==> config.mk <==
export PLATFORM = sky130hd
export DESIGN_NAME = muldiv_unit
export DESIGN_NICKNAME = d
export VERILOG_FILES = /design/src/rtl/muldiv_pkg.sv /design/src/rtl/muldiv_signfix.sv /design/src/rtl/muldiv_unit.sv
export SDC_FILE = /design/constraint.sdc
export NUM_CORES = 1
export LEC_CHECK = 0
export CORE_MARGIN = 2
export CORE_UTILIZATION = 56
export DETAILED_ROUTE_END_ITERATION = 8
export PLACE_DENSITY = 0.81
export SETUP_SLACK_MARGIN = 0.3
export SLEW_MARGIN = 5
export SYNTH_ARGS = -nofsm -noshare
export SYNTH_HDL_FRONTEND = slang
export SYNTH_SLANG_ARGS = --single-unit
==> constraint.sdc <==
create_clock -name clk -period 3.6 [get_ports clk]
set_input_delay 1.08 -clock clk [delete_from_list [all_inputs] [get_ports clk]]
set_output_delay 1.08 -clock clk [all_outputs]
set_load 0.05 [all_outputs]
==> src/rtl/muldiv_pkg.sv <==
// rtl/muldiv_pkg.sv - shared types and constants for the multiply/divide unit
package muldiv_pkg;

  localparam int MULDIV_N = 32;
  localparam int CNT_W    = $clog2(MULDIV_N);

  typedef enum logic [1:0] {
    OP_MULT  = 2'b00,
    OP_MULTU = 2'b01,
    OP_DIV   = 2'b10,
    OP_DIVU  = 2'b11
  } op_t;

  typedef enum logic [1:0] {
    IDLE = 2'b00,
    CALC = 2'b01,
    FIX  = 2'b10
  } state_t;

  // Signed ops are the even encodings
  function automatic logic op_is_signed(input op_t op);
    return ~op[0];
  endfunction

  function automatic logic op_is_div(input op_t op);
    return op[1];
  endfunction

endpackage

==> src/rtl/muldiv_signfix.sv <==
// rtl/muldiv_signfix.sv - conditional two's-complement negate (abs on the way in, sign restore on the way out)
module muldiv_signfix #(
  parameter int W = 32
) (
  input  logic [W-1:0] val_i,
  input  logic         neg_i,
  output logic [W-1:0] res_o
);

  // Negating -2^(W-1) wraps back to itself, which read as unsigned is the correct magnitude
  assign res_o = neg_i ? -val_i : val_i;

endmodule

==> src/rtl/muldiv_unit.sv <==
// rtl/muldiv_unit.sv - iterative shift-add multiply / restoring divide, one bit per clock; MULDIV_DIV_EN enables the divider
import muldiv_pkg::*;

module muldiv_unit #(
  parameter int N = MULDIV_N
) (
  input  logic         clk,
  input  logic         reset,
  input  logic         start,
  input  logic [1:0]   op,
  input  logic [N-1:0] a,
  input  logic [N-1:0] b,
  output logic         busy,
  output logic         done,
  output logic [N-1:0] hi,
  output logic [N-1:0] lo,
  output logic         div_by_zero
);

  state_t           state_q, state_d;
  logic [CNT_W-1:0] cnt_q, cnt_d;
  logic             div_q, div_d;
  logic             neg_q, neg_d;
  logic [2*N-1:0]   acc_q, acc_d;
  logic [N-1:0]     opb_q, opb_d;
  logic [N-1:0]     hi_q, hi_d;
  logic [N-1:0]     lo_q, lo_d;
  logic             done_q, done_d;
  logic             dbz_q, dbz_d;

  op_t              op_in;
  logic             a_neg, b_neg;
  logic [N-1:0]     abs_a, abs_b;
  logic [2*N-1:0]   prod_fix;
  logic [N:0]       msum;
  logic [2*N-1:0]   mul_next;

  assign op_in = op_t'(op);
  assign a_neg = op_is_signed(op_in) & a[N-1];
  assign b_neg = op_is_signed(op_in) & b[N-1];

  muldiv_signfix #(.W(N)) u_abs_a (.val_i(a), .neg_i(a_neg), .res_o(abs_a));
  muldiv_signfix #(.W(N)) u_abs_b (.val_i(b), .neg_i(b_neg), .res_o(abs_b));
  muldiv_signfix #(.W(2*N)) u_fix_prod (.val_i(acc_q), .neg_i(neg_q), .res_o(prod_fix));

`ifdef MULDIV_DIV_EN
  logic         rneg_q, rneg_d;
  logic         zero_q, zero_d;
  logic [N-1:0] quot_fix, rem_fix;
  logic [N:0]   rshift, rdiff;
  logic [2*N-1:0] div_next;

  muldiv_signfix #(.W(N)) u_fix_quot (.val_i(acc_q[N-1:0]), .neg_i(neg_q), .res_o(quot_fix));
  muldiv_signfix #(.W(N)) u_fix_rem (.val_i(acc_q[2*N-1:N]), .neg_i(rneg_q), .res_o(rem_fix));

  // Restoring divide step: shift remainder left by one dividend bit, subtract divisor if it fits
  always_comb begin
    rshift = {acc_q[2*N-1:N], acc_q[N-1]};
    rdiff  = rshift - {1'b0, opb_q};
    if (!rdiff[N]) begin
      div_next = {rdiff[N-1:0], acc_q[N-2:0], 1'b1};
    end else begin
      div_next = {rshift[N-1:0], acc_q[N-2:0], 1'b0};
    end
  end
`endif

  // Shift-add multiply step: conditionally add multiplicand into the upper half, shift right
  always_comb begin
    msum     = {1'b0, acc_q[2*N-1:N]} + (acc_q[0] ? {1'b0, opb_q} : {(N+1){1'b0}});
    mul_next = {msum, acc_q[N-1:1]};
  end

  // Next-state and datapath control for IDLE -> CALC -> FIX
  always_comb begin
    state_d = state_q;
    cnt_d   = cnt_q;
    div_d   = div_q;
    neg_d   = neg_q;
    acc_d   = acc_q;
    opb_d   = opb_q;
    hi_d    = hi_q;
    lo_d    = lo_q;
    done_d  = 1'b0;
    dbz_d   = dbz_q;
`ifdef MULDIV_DIV_EN
    rneg_d  = rneg_q;
    zero_d  = zero_q;
`endif
    case (state_q)
      IDLE: begin
        if (start) begin
          div_d = op_is_div(op_in);
          neg_d = a_neg ^ b_neg;
          dbz_d = 1'b0;
          cnt_d = CNT_W'(N - 1);
          if (!op_is_div(op_in)) begin
            opb_d   = abs_a;
            acc_d   = {{N{1'b0}}, abs_b};
            state_d = CALC;
          end else begin
`ifdef MULDIV_DIV_EN
            rneg_d = a_neg;
            if (b == '0) begin
              // Keep the raw dividend; it is returned untouched in hi
              acc_d   = {{N{1'b0}}, a};
              zero_d  = 1'b1;
              state_d = FIX;
            end else begin
              opb_d   = abs_b;
              acc_d   = {{N{1'b0}}, abs_a};
              zero_d  = 1'b0;
              state_d = CALC;
            end
`else
            // No divider: finish immediately so the pipeline is released
            state_d = FIX;
`endif
          end
        end
      end
      CALC: begin
`ifdef MULDIV_DIV_EN
        acc_d = div_q ? div_next : mul_next;
`else
        acc_d = mul_next;
`endif
        cnt_d = cnt_q - CNT_W'(1);
        if (cnt_q == '0) begin
          state_d = FIX;
        end
      end
      FIX: begin
        state_d = IDLE;
        done_d  = 1'b1;
        if (!div_q) begin
          hi_d = prod_fix[2*N-1:N];
          lo_d = prod_fix[N-1:0];
        end
`ifdef MULDIV_DIV_EN
        else if (zero_q) begin
          hi_d  = acc_q[N-1:0];
          lo_d  = {N{1'b1}};
          dbz_d = 1'b1;
        end else begin
          hi_d = rem_fix;
          lo_d = quot_fix;
        end
`endif
      end
      default: state_d = IDLE;
    endcase
  end

  // State and result registers; reset aborts any operation without writing hi/lo
  always_ff @(posedge clk) begin
    if (reset) begin
      state_q <= IDLE;
      cnt_q   <= '0;
      div_q   <= 1'b0;
      neg_q   <= 1'b0;
      acc_q   <= '0;
      opb_q   <= '0;
      hi_q    <= '0;
      lo_q    <= '0;
      done_q  <= 1'b0;
      dbz_q   <= 1'b0;
`ifdef MULDIV_DIV_EN
      rneg_q  <= 1'b0;
      zero_q  <= 1'b0;
`endif
    end else begin
      state_q <= state_d;
      cnt_q   <= cnt_d;
      div_q   <= div_d;
      neg_q   <= neg_d;
      acc_q   <= acc_d;
      opb_q   <= opb_d;
      hi_q    <= hi_d;
      lo_q    <= lo_d;
      done_q  <= done_d;
      dbz_q   <= dbz_d;
`ifdef MULDIV_DIV_EN
      rneg_q  <= rneg_d;
      zero_q  <= zero_d;
`endif
    end
  end

  assign busy        = (state_q != IDLE);
  assign done        = done_q;
  assign hi          = hi_q;
  assign lo          = lo_q;
  assign div_by_zero = dbz_q;

endmodule

; ---- Word-level counts from Yosys, hierarchy flattened
; Index checks and enable logic that the tools add are counted.
; W data, S select, Z words.
[op_classes]
n_addsub = 5
eq_ne = 5
muxes = 14
bitwise = 6
reduce_logical = 10
[op_table]
columns = op, n
row1 = $mux W64, 3
row2 = $pmux W64 S2, 1
row3 = $mux W32, 3
row4 = $neg A32 Y32, 2
row5 = $neg A64 Y64, 1
row6 = $add A32 B32 Y33, 1
row7 = $pmux W5 S2, 1
row8 = $reduce_and A2 Y1, 4
row9 = $mux W2, 3
row10 = $ne A2 B2 Y1 const B, 3
row11 = $reduce_and A3 Y1, 2
row12 = $logic_not A5 Y1, 1
row13 = $mux W5, 1
row14 = $sub A5 B1 Y5 const B, 1
row15 = $pmux W2 S2, 1
row16 = $reduce_bool A2 Y1, 2
row17 = $not A1 Y1, 3
row18 = $and A1 B1 Y1, 2
row19 = $eq A2 B1 Y1 const B, 1
row20 = $eq A2 B2 Y1 const B, 1
row21 = $logic_not A2 Y1, 1
row22 = $mux W1, 1
row23 = $xor A1 B1 Y1, 1
[word_totals]
regBits = 170
out_inout_bits = 67

; ---- Depth between registers and ports, before layout
[logic_depth]
depth_word = 6
ltp_mapped = 14
mapped_depth_nobuf = 12

; ---- Modules after synthesis
; From an unflattened synthesis, not the netlist that was laid out.
[unflattened]
cells_unflattened = 1429
hier_area_um2 = 10959.3
[modules_own_cells]
columns = module, instances, cells_per_inst, area_each_um2, seq_area_each_um2
row1 = muldiv_unit, 1, 1015, 7971.4, 3403.3
row2 = muldiv_signfix at u_abs_a ..., 2, 108, 767.0, 0.0
row3 = muldiv_signfix at u_fix_prod, 1, 198, 1453.9, 0.0

; ---- Least setup slack after synthesis
; No wires, ideal clock.
[synth_timing]
path_type = in2reg
from = input port a[16]
to = register opb_q[30]
setup_ns = 0.071
arrival_ns = 3.296
required_ns = 3.529
setup_slack_ns = 0.233
cell_stages = 8
n_path_buf = 0
path_cell_list = or4_1 > nor4b_1 > nand3b_1 > or3_1 > o41ai_1 > xnor2_1 > nand2_1 > a21oi_1
[synth_between]
elab_chain_cells = 2
[synth_rtl]
columns = item, line_no
row1 = "start, declared", muldiv_unit.sv:11  ; input logic [N-1:0] a,
row2 = $neg A32 Y32, muldiv_signfix.sv:11  ; assign res_o = neg_i ? -val_i : val_i;
row3 = $mux W32, muldiv_signfix.sv:11
row4 = "end signal, assigned", muldiv_unit.sv:178  ; opb_q <= opb_d;
row5 = "end, declared", muldiv_unit.sv:25  ; logic [N-1:0] opb_q, opb_d;
; No other way between the ends.
; A chain may end at the register's enable or synchronous reset.

; ---- Worst setup path in the final report
[layout_timing]
from = input port b[0]
to = register acc_q[22]
[layout_between]
elab_chain_cells = 5
[layout_rtl]
columns = item, line_no
row1 = "start, declared", muldiv_unit.sv:12  ; input logic [N-1:0] b,
row2 = $neg A32 Y32, muldiv_signfix.sv:11
row3 = $mux W32, muldiv_signfix.sv:11
row4 = $mux W64, muldiv_unit.sv:97  ; if (!op_is_div(op_in)) begin
row5 = $mux W64, muldiv_unit.sv:92  ; if (start) begin
row6 = $pmux W64 S2, muldiv_unit.sv:90  ; case (state_q)
row7 = "end signal, assigned", muldiv_unit.sv:162  ; acc_q <= '0;
row8 = "end signal, assigned", muldiv_unit.sv:177  ; acc_q <= acc_d;
row9 = "end, declared", muldiv_unit.sv:24  ; logic [2*N-1:0] acc_q, acc_d;
; No other way between the ends. The select of a mux whose other input is x is not followed.

==> results.md <==
- Status: finished clean
- Post-layout instance area: 13200 um2
- Synth top area cells: dfxtp_1, a211oi_1, nor2_1
- Synthesized area per cell: 7.81 um2
- Startpoint types: input port
- R2R cell count: 8
- Max_slew headroom: 0.394
- Clock transition at path regs: 0.07 ns
- Vias: 10365
- Worst-path cell chain: clkdlybuf4s50_1, inv_1, ha_1, or4b_2, nor4_2, nand2_2, o31ai_1, xor2_1, a211oi_1, a21oi_1, nor2_1
- Root Buffer: clkbuf_16
- Hold Startpoint: hi[26]
- Largest net degree at the start of global routing: 123
- Slowest stage cell on the critical path: or4b_2
- Fin. Hold Viols: 0
- Post-synth top flop: dfxtp_1
- Postcts setup bufs: 0
- Synth warn: 0
- Final nets: 1590
- Placed Area: 12400 um2
- Worst Tran Pin Value: 0.906 ns
- # rows: 50
- Post-route DRC: 0
- First-pass GRT wire length: 46.8 mm
- Synth Area in XOR/XNOR: 0.115
- Hold Slack: between 0.4 and 0.5 ns
- Crit path kind: in2reg
- PD cells: about 480 nW/um2
- Total track usage: 0.287
- Gp weighted congestion: between 0.9 and 1
- Gate Count Post-Synth: 1359
- Final Cycle Share: 0.930
- Synth Area in Simple Gates: 0.220
- Die Area: 20100 um2
- Peak VDD IR: 411 uV
- Area grow syn2layout: 23.9%
- CTS Buf Count: 17
- Port Buffer Count: 134
- WL per Instance: 16.8 um
- DRT Wirelength: 29.0 mm
- Design Power: ~6300 uW
- Skew final: 0.00907 ns
- Drt first pass iters: 5
- # diodes: 0
- Hold path cells: 2
- Fmax: about 300 MHz
- Period minus WS final: 3.35 ns
- Grt ovf: 0
- Worst hold path type: reg2reg
- Leading area contributor after synthesis: dfxtp_1
- WP buf/inv: 2
- Die width: 142 um
- Core box area: roughly 19000 um2
- Arrival time worst endpoint: 3.65 ns
- Synth top area share: 0.321
- Post-Syn Area: 10600 um2
- Slew Viols, Final: 0
- RR Endpoint: hi[14]
- Pleak: about 0.0049 uW
- Clk Latency, worst-skew pair: 0.44 ns
- Top cells by count, synth: nor2_1, dfxtp_1, a211oi_1
- Distinct cells, synth: 64
- Die Y-Extent: 142 um
- Starting density of the core: 0.569
- Via/cell ratio: 5.99
- Slowest stage delay, CP: 0.64 ns
- Seq cells post-synth: 170
- H-tree Lvls: 4
- Initial antenna violation count: 0
- HPWL Detailed: 21.2 mm
- CP endpoint kind: flop
- Syn nets: 1466
- CTS Hold Bufs: 0
- Main combinational cell family by area after synthesis: compound AO/OA/AOI/OAI gates
- EDFF count, synth: 0
- Layout cells sized above 1: 0.0916
- Worst EP required: 3.91 ns
- CTS sink cnt: 170
- Setup violators final: 0
- Vias in the first global route: 9314
- # fillers: 1547
- CP delay by family, top: simple AND/OR/NAND/NOR gates
- First DRT Iteration DRCs: 729
- Hold Path End: hi[26]
- FFs w/ async S/R, synth: 0
- Seq/Total Area, Yosys: 0.321
- Largest buffer count on any clock path: 2
- Antenna Nets Post-Route: 0
- CTS tree: yes
- I/O Pins: 136
- Post-synthesis mux area share: 0.00189
- Most numerous cell in the Yosys netlist: nor2_1
- Reg-to-reg critical path startpoint: acc_q[7]
- MaxCap Viol Count: 0
- Synth Area in Compound Gates: 0.257
- Critical Path Fanout Max: 6
- Reg-to-reg slack, setup: 0.38 ns
- RSZ-0062 raised after global routing: true
- Adder-cell area share of the yosys netlist: 0.0455
-- power breakdown --
group / switching [uW] / leakage (uW) / internal, uW
Combinational: 1280 / 0.00325 / 765
Sequential: 223 / 0.00139 / 2120
Clock: 873 / 0.000296 / 994
-- cell usage in the layout, fill, tap and decap left out, types with 32 or more instances in the layout --
master | synthesis | final
xnor2_1 | 53 | 53
buf_4 | 1 | 58
clkdlybuf4s50_1 | 0 | 132
o21ai_0 | 64 | 62
ha_1 | 37 | 37
and2_1 | 32 | 32
nand2_1 | 106 | 105
nor2_1 | 201 | 199
dfxtp_1 | 170 | 169
a211oi_1 | 108 | 107
a21oi_1 | 99 | 99
xor2_1 | 86 | 86
-- kinds of logic after synthesis --
| group | count (synthesis) |
|---|---|
| compound gates | 409 |
| buf+inv | 111 |
| xor+xnor | 139 |
| fa+ha+maj | 38 |
| mux | 2 |
| flops | 170 |
| simple gates | 489 |
| other cells | 1 |
-- routing by layer --
layer  vias to the layer above  part of all wire  GRT usage
met2                       459              0.43      0.430
met1                      4678              0.47      0.415
met4                         0             0.026      0.105
met3                        66             0.078     0.0469
li1                       5162                 -          -
met5                         -                 0          0
-- worst max-delay path by stage --
| stage | cells after the start | startpoint | endpoint | slack (ns) |
|---|---|---|---|---|
| 2_1_floorplan | 8 | a[16] | opb_q[30] | 0.38 |
| 3_3_place_gp | 11 | b[0] | acc_q[30] | -0.16 |
| 3_5_place_dp | 11 | b[0] | acc_q[30] | -0.19 |
| 4_1_cts | 9 | b[23] | acc_q[30] | 0.28 |
| 5_1_grt | 11 | b[0] | acc_q[22] | 0.12 |
| 6_report | 11 | b[0] | acc_q[22] | 0.25 |
-- area by class of cell --
cell class / count / area [um2] / area share
Tap cell: 234 / 293 / 0.0223
Timing Repair Buffer: 194 / 1820 / 0.138
Clock inverter: 15 / 174 / 0.0132
Sequential cell: 170 / 3400 / 0.259
Multi-Input combinational cell: 1078 / 6950 / 0.529
Clock buffer: 17 / 425 / 0.0323
Inverter: 22 / 82.6 / 0.00628
-- per-stage QoR --
step / instances / util / TNS, ns / worst slack (ns)
6_report: 1730 / 0.706 / 0 / 0.252
3_3_place_gp: 1698 / 0.666 / -0.414 / -0.163
4_1_cts: 1730 / 0.699 / 0 / 0.284
3_5_place_dp: 1698 / 0.666 / -0.831 / -0.187
5_1_grt: 1730 / 0.706 / 0 / 0.125
2_1_floorplan: 1359 / - / 0 / 0.376
-- what timing repair did --
| item | CTS | global route |
|---|---|---|
| gates resized for setup | 2 | 24 |
| pin swaps | 0 | 1 |
| endpoints found under the setup margin | 2 | 23 |
-- flip-flops by register name, indices dropped and copies added, names as in the netlist --
| signal | cells |
|---|---|
| opb_q | 32 |
| done | 1 |
| div_q | 1 |
| lo | 32 |
| hi | 32 |
| neg_q | 1 |
| state_q | 2 |
| acc_q | 64 |
| cnt_q | 5 |
-- worst register-to-register path, stage by stage (launching register included) --
cell and delay [ns]:
dfxtp_1 0.39, or4_4 0.58, or2_2 0.30, or4_4 0.53, nand3b_1 0.37, buf_4 0.28, o41ai_1 0.34, xor2_1 0.12
a211oi_1 0.23
(Power assumes the default switching activity.)
